### src/rtl/gpu_ram_arbiter_pkg.sv
// rtl/gpu_ram_arbiter_pkg.sv - shared types and constants for the GPU RAM arbiter
package gpu_mem_pkg;

   localparam int DEF_ADDR_W = 16;
   localparam int DEF_DATA_W = 8;

   localparam logic REQ_GPU  = 1'b0;
   localparam logic REQ_SCAN = 1'b1;

   typedef enum logic [1:0] {
      IDLE = 2'd0,
      OWN0 = 2'd1,
      OWN1 = 2'd2
   } arb_state_t;

   // Burst counter stops at the limit so an uncontested owner never wraps.
   function automatic logic [3:0] sat_inc(input logic [3:0] cnt, input logic [3:0] lim);
      return (cnt >= lim) ? lim : cnt + 4'd1;
   endfunction

endpackage

### src/rtl/gpu_ram_arbiter_if.sv
// rtl/gpu_ram_arbiter_if.sv - requester and RAM-side signals of the arbiter
interface gpu_ram_arbiter_if #(
   parameter int ADDR_W = gpu_mem_pkg::DEF_ADDR_W,
   parameter int DATA_W = gpu_mem_pkg::DEF_DATA_W
);
   logic              req0, req1;
   logic              we0, we1;
   logic [ADDR_W-1:0] addr0, addr1;
   logic [DATA_W-1:0] wdata0, wdata1;
   logic              gnt0, gnt1;
   logic              rvalid0, rvalid1;
   logic [DATA_W-1:0] rdata;
   logic [ADDR_W-1:0] ram_addr;
   logic [DATA_W-1:0] ram_wdata;
   logic              ram_store;
   logic              ram_load;
   logic [DATA_W-1:0] ram_rdata;

   // Requesters plus the RAM instance
   modport master (
      output req0, req1, we0, we1, addr0, addr1, wdata0, wdata1, ram_rdata,
      input  gnt0, gnt1, rvalid0, rvalid1, rdata, ram_addr, ram_wdata, ram_store, ram_load
   );

   modport slave (
      input  req0, req1, we0, we1, addr0, addr1, wdata0, wdata1, ram_rdata,
      output gnt0, gnt1, rvalid0, rvalid1, rdata, ram_addr, ram_wdata, ram_store, ram_load
   );
endinterface

### src/rtl/gpu_ram_arbiter_rr_pick2.sv
// rtl/gpu_ram_arbiter_rr_pick2.sv - combinational two-way round-robin pick
module rr_pick2 (
   input  logic [1:0] req,
   input  logic       last,
   input  logic       lock,
   input  logic       lock_id,
   output logic [1:0] gnt
);

   always_comb begin
      gnt = 2'b00;
      if (lock)
         gnt = lock_id ? 2'b10 : 2'b01;
      else if (&req)
         gnt = last ? 2'b01 : 2'b10;
      else
         gnt = req;
   end

endmodule

### src/rtl/gpu_ram_arbiter.sv
// rtl/gpu_ram_arbiter.sv - shares one RAM port between GPU core and scanout
module gpu_ram_arbiter
   import gpu_mem_pkg::*;
#(
   parameter int ADDR_W    = DEF_ADDR_W,
   parameter int DATA_W    = DEF_DATA_W,
   parameter int MAX_BURST = 4
) (
   input  logic             clk,
   input  logic             rst_n,
   gpu_ram_arbiter_if.slave bus
);

   localparam logic [3:0] MAX_CNT = 4'(MAX_BURST);

   arb_state_t        state, state_nxt;
   logic              last, last_nxt;
   logic [3:0]        cnt, cnt_nxt;
   logic [1:0]        rvalid_q, rvalid_nxt;
   logic [1:0]        req, gnt;
   logic              lock, lock_id;
   logic [ADDR_W-1:0] addr_mux;
   logic [DATA_W-1:0] wdata_mux;
   logic              store_mux, load_mux;

   // Requests are masked during reset so no grant or RAM strobe can leak out.
   assign req     = {bus.req1, bus.req0} & {2{rst_n}};
   assign lock_id = (state == OWN1);
   assign lock    = ((state == OWN0) && req[REQ_GPU]  && ((cnt < MAX_CNT) || !req[REQ_SCAN])) ||
                    ((state == OWN1) && req[REQ_SCAN] && ((cnt < MAX_CNT) || !req[REQ_GPU]));

   rr_pick2 u_pick (
      .req     (req),
      .last    (last),
      .lock    (lock),
      .lock_id (lock_id),
      .gnt     (gnt)
   );

   always_comb begin
      state_nxt  = IDLE;
      cnt_nxt    = 4'd0;
      last_nxt   = last;
      rvalid_nxt = gnt & ~{bus.we1, bus.we0};
      if (gnt[REQ_GPU]) begin
         state_nxt = OWN0;
         last_nxt  = REQ_GPU;
         cnt_nxt   = (state == OWN0) ? sat_inc(cnt, MAX_CNT) : 4'd1;
      end else if (gnt[REQ_SCAN]) begin
         state_nxt = OWN1;
         last_nxt  = REQ_SCAN;
         cnt_nxt   = (state == OWN1) ? sat_inc(cnt, MAX_CNT) : 4'd1;
      end
   end

   always_ff @(posedge clk or negedge rst_n) begin
      if (!rst_n) begin
         state    <= IDLE;
         last     <= REQ_SCAN;
         cnt      <= 4'd0;
         rvalid_q <= 2'b00;
      end else begin
         state    <= state_nxt;
         last     <= last_nxt;
         cnt      <= cnt_nxt;
         rvalid_q <= rvalid_nxt;
      end
   end

   // With no grant the port idles on requester 0's address and data.
   always_comb begin
      addr_mux  = bus.addr0;
      wdata_mux = bus.wdata0;
      store_mux = 1'b0;
      load_mux  = 1'b0;
      if (gnt[REQ_SCAN]) begin
         addr_mux  = bus.addr1;
         wdata_mux = bus.wdata1;
         store_mux = bus.we1;
         load_mux  = !bus.we1;
      end else if (gnt[REQ_GPU]) begin
         store_mux = bus.we0;
         load_mux  = !bus.we0;
      end
   end

   assign bus.gnt0      = gnt[REQ_GPU];
   assign bus.gnt1      = gnt[REQ_SCAN];
   assign bus.rvalid0   = rvalid_q[REQ_GPU];
   assign bus.rvalid1   = rvalid_q[REQ_SCAN];
   assign bus.rdata     = bus.ram_rdata;
   assign bus.ram_addr  = addr_mux;
   assign bus.ram_wdata = wdata_mux;
   assign bus.ram_store = store_mux;
   assign bus.ram_load  = load_mux;

endmodule
### src/flat_wrapper.sv
// flat-port wrapper written by rule: the top's interface ports become plain ports
module gpu_ram_arbiter_flat import gpu_mem_pkg::*;
#(
   parameter int ADDR_W    = DEF_ADDR_W,
   parameter int DATA_W    = DEF_DATA_W,
   parameter int MAX_BURST = 4
)
  (clk, rst_n, bus_req0, bus_req1, bus_we0, bus_we1, bus_addr0, bus_addr1, bus_wdata0, bus_wdata1, bus_ram_rdata, bus_gnt0, bus_gnt1, bus_rvalid0, bus_rvalid1, bus_rdata, bus_ram_addr, bus_ram_wdata, bus_ram_store, bus_ram_load);
  gpu_ram_arbiter_if #(.ADDR_W(ADDR_W), .DATA_W(DATA_W)) bus_i ();
  input  logic clk;
  input  logic rst_n;
  input wire logic [$bits(bus_i.req0)-1:0] bus_req0;
  input wire logic [$bits(bus_i.req1)-1:0] bus_req1;
  input wire logic [$bits(bus_i.we0)-1:0] bus_we0;
  input wire logic [$bits(bus_i.we1)-1:0] bus_we1;
  input wire logic [$bits(bus_i.addr0)-1:0] bus_addr0;
  input wire logic [$bits(bus_i.addr1)-1:0] bus_addr1;
  input wire logic [$bits(bus_i.wdata0)-1:0] bus_wdata0;
  input wire logic [$bits(bus_i.wdata1)-1:0] bus_wdata1;
  input wire logic [$bits(bus_i.ram_rdata)-1:0] bus_ram_rdata;
  output wire logic [$bits(bus_i.gnt0)-1:0] bus_gnt0;
  output wire logic [$bits(bus_i.gnt1)-1:0] bus_gnt1;
  output wire logic [$bits(bus_i.rvalid0)-1:0] bus_rvalid0;
  output wire logic [$bits(bus_i.rvalid1)-1:0] bus_rvalid1;
  output wire logic [$bits(bus_i.rdata)-1:0] bus_rdata;
  output wire logic [$bits(bus_i.ram_addr)-1:0] bus_ram_addr;
  output wire logic [$bits(bus_i.ram_wdata)-1:0] bus_ram_wdata;
  output wire logic [$bits(bus_i.ram_store)-1:0] bus_ram_store;
  output wire logic [$bits(bus_i.ram_load)-1:0] bus_ram_load;
  assign bus_i.req0 = bus_req0;
  assign bus_i.req1 = bus_req1;
  assign bus_i.we0 = bus_we0;
  assign bus_i.we1 = bus_we1;
  assign bus_i.addr0 = bus_addr0;
  assign bus_i.addr1 = bus_addr1;
  assign bus_i.wdata0 = bus_wdata0;
  assign bus_i.wdata1 = bus_wdata1;
  assign bus_i.ram_rdata = bus_ram_rdata;
  assign bus_gnt0 = bus_i.gnt0;
  assign bus_gnt1 = bus_i.gnt1;
  assign bus_rvalid0 = bus_i.rvalid0;
  assign bus_rvalid1 = bus_i.rvalid1;
  assign bus_rdata = bus_i.rdata;
  assign bus_ram_addr = bus_i.ram_addr;
  assign bus_ram_wdata = bus_i.ram_wdata;
  assign bus_ram_store = bus_i.ram_store;
  assign bus_ram_load = bus_i.ram_load;
  gpu_ram_arbiter #(.ADDR_W(ADDR_W), .DATA_W(DATA_W), .MAX_BURST(MAX_BURST)) u_core (.clk(clk), .rst_n(rst_n), .bus(bus_i));
endmodule
### config.mk
export PLATFORM = sky130hd
export DESIGN_NAME = gpu_ram_arbiter_flat
export DESIGN_NICKNAME = d
export VERILOG_FILES = /design/src/rtl/gpu_ram_arbiter_pkg.sv /design/src/rtl/gpu_ram_arbiter_if.sv /design/src/rtl/gpu_ram_arbiter_rr_pick2.sv /design/src/rtl/gpu_ram_arbiter.sv /design/src/flat_wrapper.sv
export SDC_FILE = /design/constraint.sdc
export NUM_CORES = 1
export LEC_CHECK = 0
export ABC_AREA = 1
export CAP_MARGIN = 25
export CORE_ASPECT_RATIO = 2
export CORE_MARGIN = 2
export CORE_UTILIZATION = 25
export CTS_BUF_LIST = sky130_fd_sc_hd__clkbuf_8
export DETAILED_ROUTE_END_ITERATION = 10
export DONT_BUFFER_PORTS = 1
export PLACE_DENSITY_LB_ADDON = 0.15
export SLEW_MARGIN = 20
export SYNTH_ARGS = -nofsm -noshare
export SYNTH_HDL_FRONTEND = slang
export SYNTH_HIERARCHICAL = 1
export SYNTH_SLANG_ARGS = --single-unit
### constraint.sdc
create_clock -name clk -period 2.4 [get_ports clk]
set_input_delay 0.48 -clock clk [delete_from_list [all_inputs] [get_ports clk]]
set_output_delay 0.48 -clock clk [all_outputs]
set_load 0.05 [all_outputs]
# Word level (Yosys, flattened, before mapping)
# Index checks and enable logic that the tools add are counted.
[word_totals]
regBits = 9
out_inout_bits = 38
wordCells = 44
[op_classes]
n_addsub = 1
magnitude_cmp = 2
n_eq_ne = 2
n_mux = 19
n_bitwise = 3
reduce_logical = 13
[op_table]
columns = ["operator", "count"]
rows = [
  ["$mux W4", 5],
  ["$mux W16", 1],
  ["$mux W2", 6],
  ["$mux W8", 1],
  ["$mux W1", 6],
  ["$add A4 B1 Y4 const B", 1],
  ["$and A2 B2 Y2", 2],
  ["$ge A4 B3 Y1 const B", 1],
  ["$logic_and A1 B1 Y1", 4],
  ["$logic_not A1 Y1", 4],
  ["$lt A4 B3 Y1 const B", 1],
  ["$logic_or A1 B1 Y1", 3],
  ["$eq A2 B1 Y1 const B", 1],
  ["$eq A2 B2 Y1 const B", 1],
  ["$not A2 Y2", 1],
  ["$reduce_and A2 Y1", 1],
  ["$reduce_bool A2 Y1", 1],
]

# Longest topological paths before layout
[depth]
ltp_word = 8
depth_mapped = 14

# Modules after synthesis
# Netlist, hierarchy kept.
[modules_own_cells]
columns = ["mod", "instances", "cells_each", "area_each_um2", "seq_area_each_um2"]
rows = [
  ["gpu_ram_arbiter", 1, 139, 805.8, 226.5],
  ["rr_pick2", 1, 11, 45.0, 0.0],
]

# Worst setup path before layout
# No wires, ideal clock.
[synth_timing]
kind = "input to output"
startpoint = "input port bus_req0"
endpoint = "output port bus_ram_load"
arrival_ns = 2.775
t_required_ns = 1.920
path_slack_ns = -0.855
cell_stages = 12
n_path_buf = 2
cell_sequence = "nand2_1 -> inv_1 -> nand2_1 -> nand2_1 -> o21ai_0 -> inv_1 -> nand3_1 -> nand2_1 -> buf_6 -> inv_2 -> buf_6 -> o21ai_0"
[synth_between]
word_cells_on_any_way = 12
cone_classes = "4 x mux; 1 x bitwise; 7 x reduce/logical"
[synth_rtl]
columns = ["element", "line_no", "text"]
rows = [
  ["from (decl)", "flat_wrapper.sv:12", "input wire logic [$bits(bus_i.req0)-1:0] bus_req0;"],
  ["$and A2 B2 Y2 (*)", "gpu_ram_arbiter.sv:27", "assign req = {bus.req1, bus.req0} & {2{rst_n}};"],
  ["net u_core.req[0]", "gpu_ram_arbiter.sv:20", "logic [1:0] req, gnt;"],
  ["$logic_not A1 Y1", "gpu_ram_arbiter.sv:30", "((state == OWN1) && req[REQ_SCAN] && ((cnt < MAX_CNT) || !req[REQ_GPU]));"],
  ["$logic_or A1 B1 Y1", "gpu_ram_arbiter.sv:30", ""],
  ["$logic_and A1 B1 Y1", "gpu_ram_arbiter.sv:30", ""],
  ["$logic_or A1 B1 Y1 (*)", "gpu_ram_arbiter.sv:29", "assign lock = ((state == OWN0) && req[REQ_GPU] && ((cnt < MAX_CNT) || !req[REQ_SCAN])) ||"],
  ["net u_core.lock", "gpu_ram_arbiter.sv:21", "logic lock, lock_id;"],
  ["$mux W2 (*)", "gpu_ram_arbiter_rr_pick2.sv:12", "if (lock)"],
  ["net bus_gnt1", "flat_wrapper.sv:22", "output wire logic [$bits(bus_i.gnt1)-1:0] bus_gnt1;"],
  ["$mux W1 (*)", "gpu_ram_arbiter.sv:76", "if (gnt[REQ_SCAN]) begin"],
  ["to (decl)", "flat_wrapper.sv:29", "output wire logic [$bits(bus_i.ram_load)-1:0] bus_ram_load;"],
]
# Mark *: on every way through the listed nets, which the timed path passes. The rest lies on a longest branch.

# Worst setup path after layout
[layout_timing]
startpoint = "register u_core.state[0]"
endpoint = "output port bus_ram_load"
[layout_between]
elab_chain_cells = 7
word_cells_on_any_way = 11
cone_classes = "2 x eq/ne; 4 x mux; 5 x reduce/logical"
[layout_rtl]
columns = ["element", "line_no", "text"]
rows = [
  ["from (decl)", "gpu_ram_arbiter.sv:16", "arb_state_t state, state_nxt;"],
  ["from (signal assigned)", "gpu_ram_arbiter.sv:63", "state <= state_nxt;"],
  ["$eq A2 B1 Y1 or $eq A2 B2 Y1 (tied branches)", "gpu_ram_arbiter.sv:29, gpu_ram_arbiter.sv:30", ""],
  ["$logic_and A1 B1 Y1 (on tied branches) (2 in series)", "gpu_ram_arbiter.sv:29, gpu_ram_arbiter.sv:30", ""],
  ["$logic_or A1 B1 Y1 (*)", "gpu_ram_arbiter.sv:29", ""],
  ["net u_core.lock", "gpu_ram_arbiter.sv:21", ""],
  ["$mux W2 (*)", "gpu_ram_arbiter_rr_pick2.sv:12", ""],
  ["$mux W1", "gpu_ram_arbiter.sv:81", "end else if (gnt[REQ_GPU]) begin"],
  ["$mux W1 (*)", "gpu_ram_arbiter.sv:76", ""],
]
# Marked as above.

==> summary.md <==
| Metric | Value |
|---|---|
| Status | finished, final reports clean |
| Max Root-Sink Buffers | 2 |
| Area growth from synthesis to layout | 33.38% |
| Yosys warns | 6 |
| Final worst slack | about 82 ps |
| Layout Cells excl Fill | 187 |
| Nets | between 200 and 250 |
| Total clock sinks | 9 |
| Max-slew violations | 0 |
| DR WL met2 | ~1.3 mm |
| Crit-path max FO | 3 |
| DP Worst Slack | about 160 ps |
| Clock slew seen by the registers of the worst setup and hold paths | about 40 ps |
| Die X | approximately 45 um |
| Critical path's slowest cell | dfrtp_1 |
| RePlAce Congestion | roughly 0.81 |
| Global-route wire length before repair | around 3.3 mm |
| Crit path kind | reg -> out |
| Starting density of the core | 0.2547 |
| Vias in the first global route | between 800 and 900 |
| Arr. time, crit path | 1840 ps |
| Router iterations before antenna repair | 4 |
| Final WL | 2.313 mm |
| Cell Rows | 30 |
| Fin area | around 1100 um2 |
| Via/cell ratio | 4.840 |
| Hold/Removal Path Class | in -> async |
| Core box area | ~3300 um2 |
| Final period utilization | 0.9658 |
| Max IR drop VDD | 306.8 uV |
| Total power | between 0.8 and 0.9 mW |
| Ports | 100 |
| Worst Reg2Reg Path Length in Cells | 10 |
| Sequential share of the synthesized area | 0.2662 |
| Post-Syn Area | 850.8 um2 |
| 1st-iter DRT viols | 8 |
| RSZ-0062 raised after global routing | yes |
| DP Cell Count | between 150 and 200 |
| Final setup viols | 0 |
| DR vias | 905 |
| Most frequent cells in the layout | 74 x nand2_1, 21 x nand2_2, 8 x dfrtp_1 |
| Fin. Hold Viols | 0 |
| Skew final | around 3.9 ps |
| Hold slack final | about 90 ps |
| Antenna Cells | 0 |
| GRT Resource Usage Total | 0.1159 |
| Largest net degree at the start of global routing | 25 |
| Top sig layer | met4 |
| Data required, critical path | 1920 ps |
| Worst path depth | 12 |
| Placed inst area | ~1000 um2 |
| CP cell instances | inv_2 > nor2_4 > nand2_2 > o21ai_2 > inv_2 > or2_1 > nand2_2 > inv_2 > nor2_4 > nand2_1 > o21ai_2 > buf_12 |
| H-tree depth | 1 |
| Metal1 wirelength | 712 um |
| Synth unique cells | 18 |
| Max Cap Viol | 0 |
| Worst path bufs/invs | 4 |
| ANT nets after route | 0 |
| Gr ovfl total | 0 |
| Syn Nets | between 200 and 250 |
| Pwr per Cell Area | about 740 nW/um2 |
| Mean Syn Cell Area | about 5.7 um2 |
| Top achievable clock speed | roughly 430 MHz |
| Crit path max-delay family | simple AND/OR/NAND/NOR gates |
| Port Buffer Count | 0 |
| Commonest non-fill, non-tap cell in the layout | nand2_1 |
| Leakage | around 0.6 nW |
| Clock Latency Late Sink | approximately 230 ps |
| FILL cells | roughly 350 |
| HPWL after detailed placement | between 1.5 and 2 mm |
| Root Driver | clkbuf_8 |
| Die height | 86.50 um |
| Crit end category | output pin |
| DRC errors left | 0 |
| Synthesized instance count | 150 |
| Worst R2R Setup Slack | between 600 and 700 ps |
| Most numerous cell on the critical path | inv_2 |
| DR WL/cell | 12.37 um |
| Wire length on met3 | 256 um |
| Layout cells sized above 1 | 0.3548 |
| CP peak stage delay | between 300 and 400 ps |
| Total CTS buffers | 3 |
| Type of origin of the critical path | register |
| CTS tree | yes |
| Total die area | slightly below 4000 um2 |
| FF+latch count, synth | 9 |
| Tmin final | between 2000 and 2500 ps |
| Antenna violations before repair | 0 |
## registers in the layout, indices dropped and copies added (netlist names)
name and cells:
u_core/rvalid_q 2, u_core/last 1, u_core/state 2, u_core/cnt 4
## cell usage after synthesis
library cell / n / area [um2]
a21oi_1: 2 / 10.01
a21oi_2: 1 / 8.760
buf_2: 2 / 10.01
buf_4: 8 / 60.06
buf_6: 4 / 45.04
conb_1: 1 / 3.750
dfrtp_1: 8 / 200.2
dfstp_2: 1 / 26.28
ha_1: 1 / 12.51
inv_1: 10 / 37.54
inv_2: 1 / 3.750
nand2_1: 96 / 360.4
nand3_1: 2 / 10.01
nor2_1: 7 / 26.28
nor2_2: 2 / 12.51
o21a_1: 1 / 7.510
o21ai_0: 2 / 10.01
or2_0: 1 / 6.260
## report_power, final
group	total, mW	internal [mW]	leakage [nW]	switching, mW
Combinational	0.470	0.135	0.456	0.335
Clock	0.171	0.111	0.0269	0.0598
Sequential	0.200	0.175	0.115	0.0244
Total	0.841	0.422	0.598	0.419
## cell families after synthesis
| logic type | count (synthesis) | share of synthesized area |
|---|---|---|
| buffers and inverters | 25 | 0.1838 |
| other | 1 | 0.004408 |
| AO/OA/AOI/OAI | 6 | 0.04265 |
| AND/OR/NAND/NOR | 108 | 0.4882 |
| adder cells (fa/ha/maj) | 1 | 0.01470 |
| flip-flops | 9 | 0.2662 |
## stage by stage
stage                     TNS [ps]  utilization
after floorplan                  0            -
after global placement           0       0.3097
after detailed placement         0       0.3097
after CTS                        0       0.3277
after global routing        -54.35       0.3397
final                            0       0.3397
## worst register-to-register path, delay by kind of cell (launching register included)
family | cells | cell delay [ps]
compound gates | 2 | 330
buf+inv | 3 | 350
flops | 1 | 370
simple gates | 5 | 650
## area by class of cell
| cell class | count | area (um2) | area share |
|---|---|---|---|
| clock buffer | 3 | 41.29 | 0.03638 |
| clock inverter | 1 | 3.754 | 0.003308 |
| inverter | 11 | 41.29 | 0.03638 |
| multi-input combinational | 116 | 568.0 | 0.5006 |
| sequential | 9 | 226.5 | 0.1996 |
| tap | 32 | 40.04 | 0.03528 |
| timing repair buffer | 15 | 214.0 | 0.1885 |
## layer usage
metal  track usage  up-vias
li1              -      445
met1       0.09114      383
met2        0.2260       70
met3       0.03542        7
met4       0.06417        0
met5             0        -
## worst paths after layout
path | end | start
hold / removal | u_core/last | rst_n
min in group clk | u_core/rvalid_q[0] | bus_we0
hold reg to reg | u_core/last | u_core/last
setup reg to reg | u_core/cnt[2] | u_core/state[0]
setup / recovery | bus_ram_load | u_core/state[0]
max in group asynchronous | u_core/cnt[3] | rst_n
## what timing repair did
item | in CTS | in global routing
cloned | 0 | 0
pin swaps | 0 | 7
hold endpoints to repair | 8 | 0
resized for setup | 3 | 13
hold buffers | 1 | 0
endpoints found under the setup margin | 17 | 19
buffers inserted | 0 | 1
Note: power is estimated with default switching activity, not from simulation.
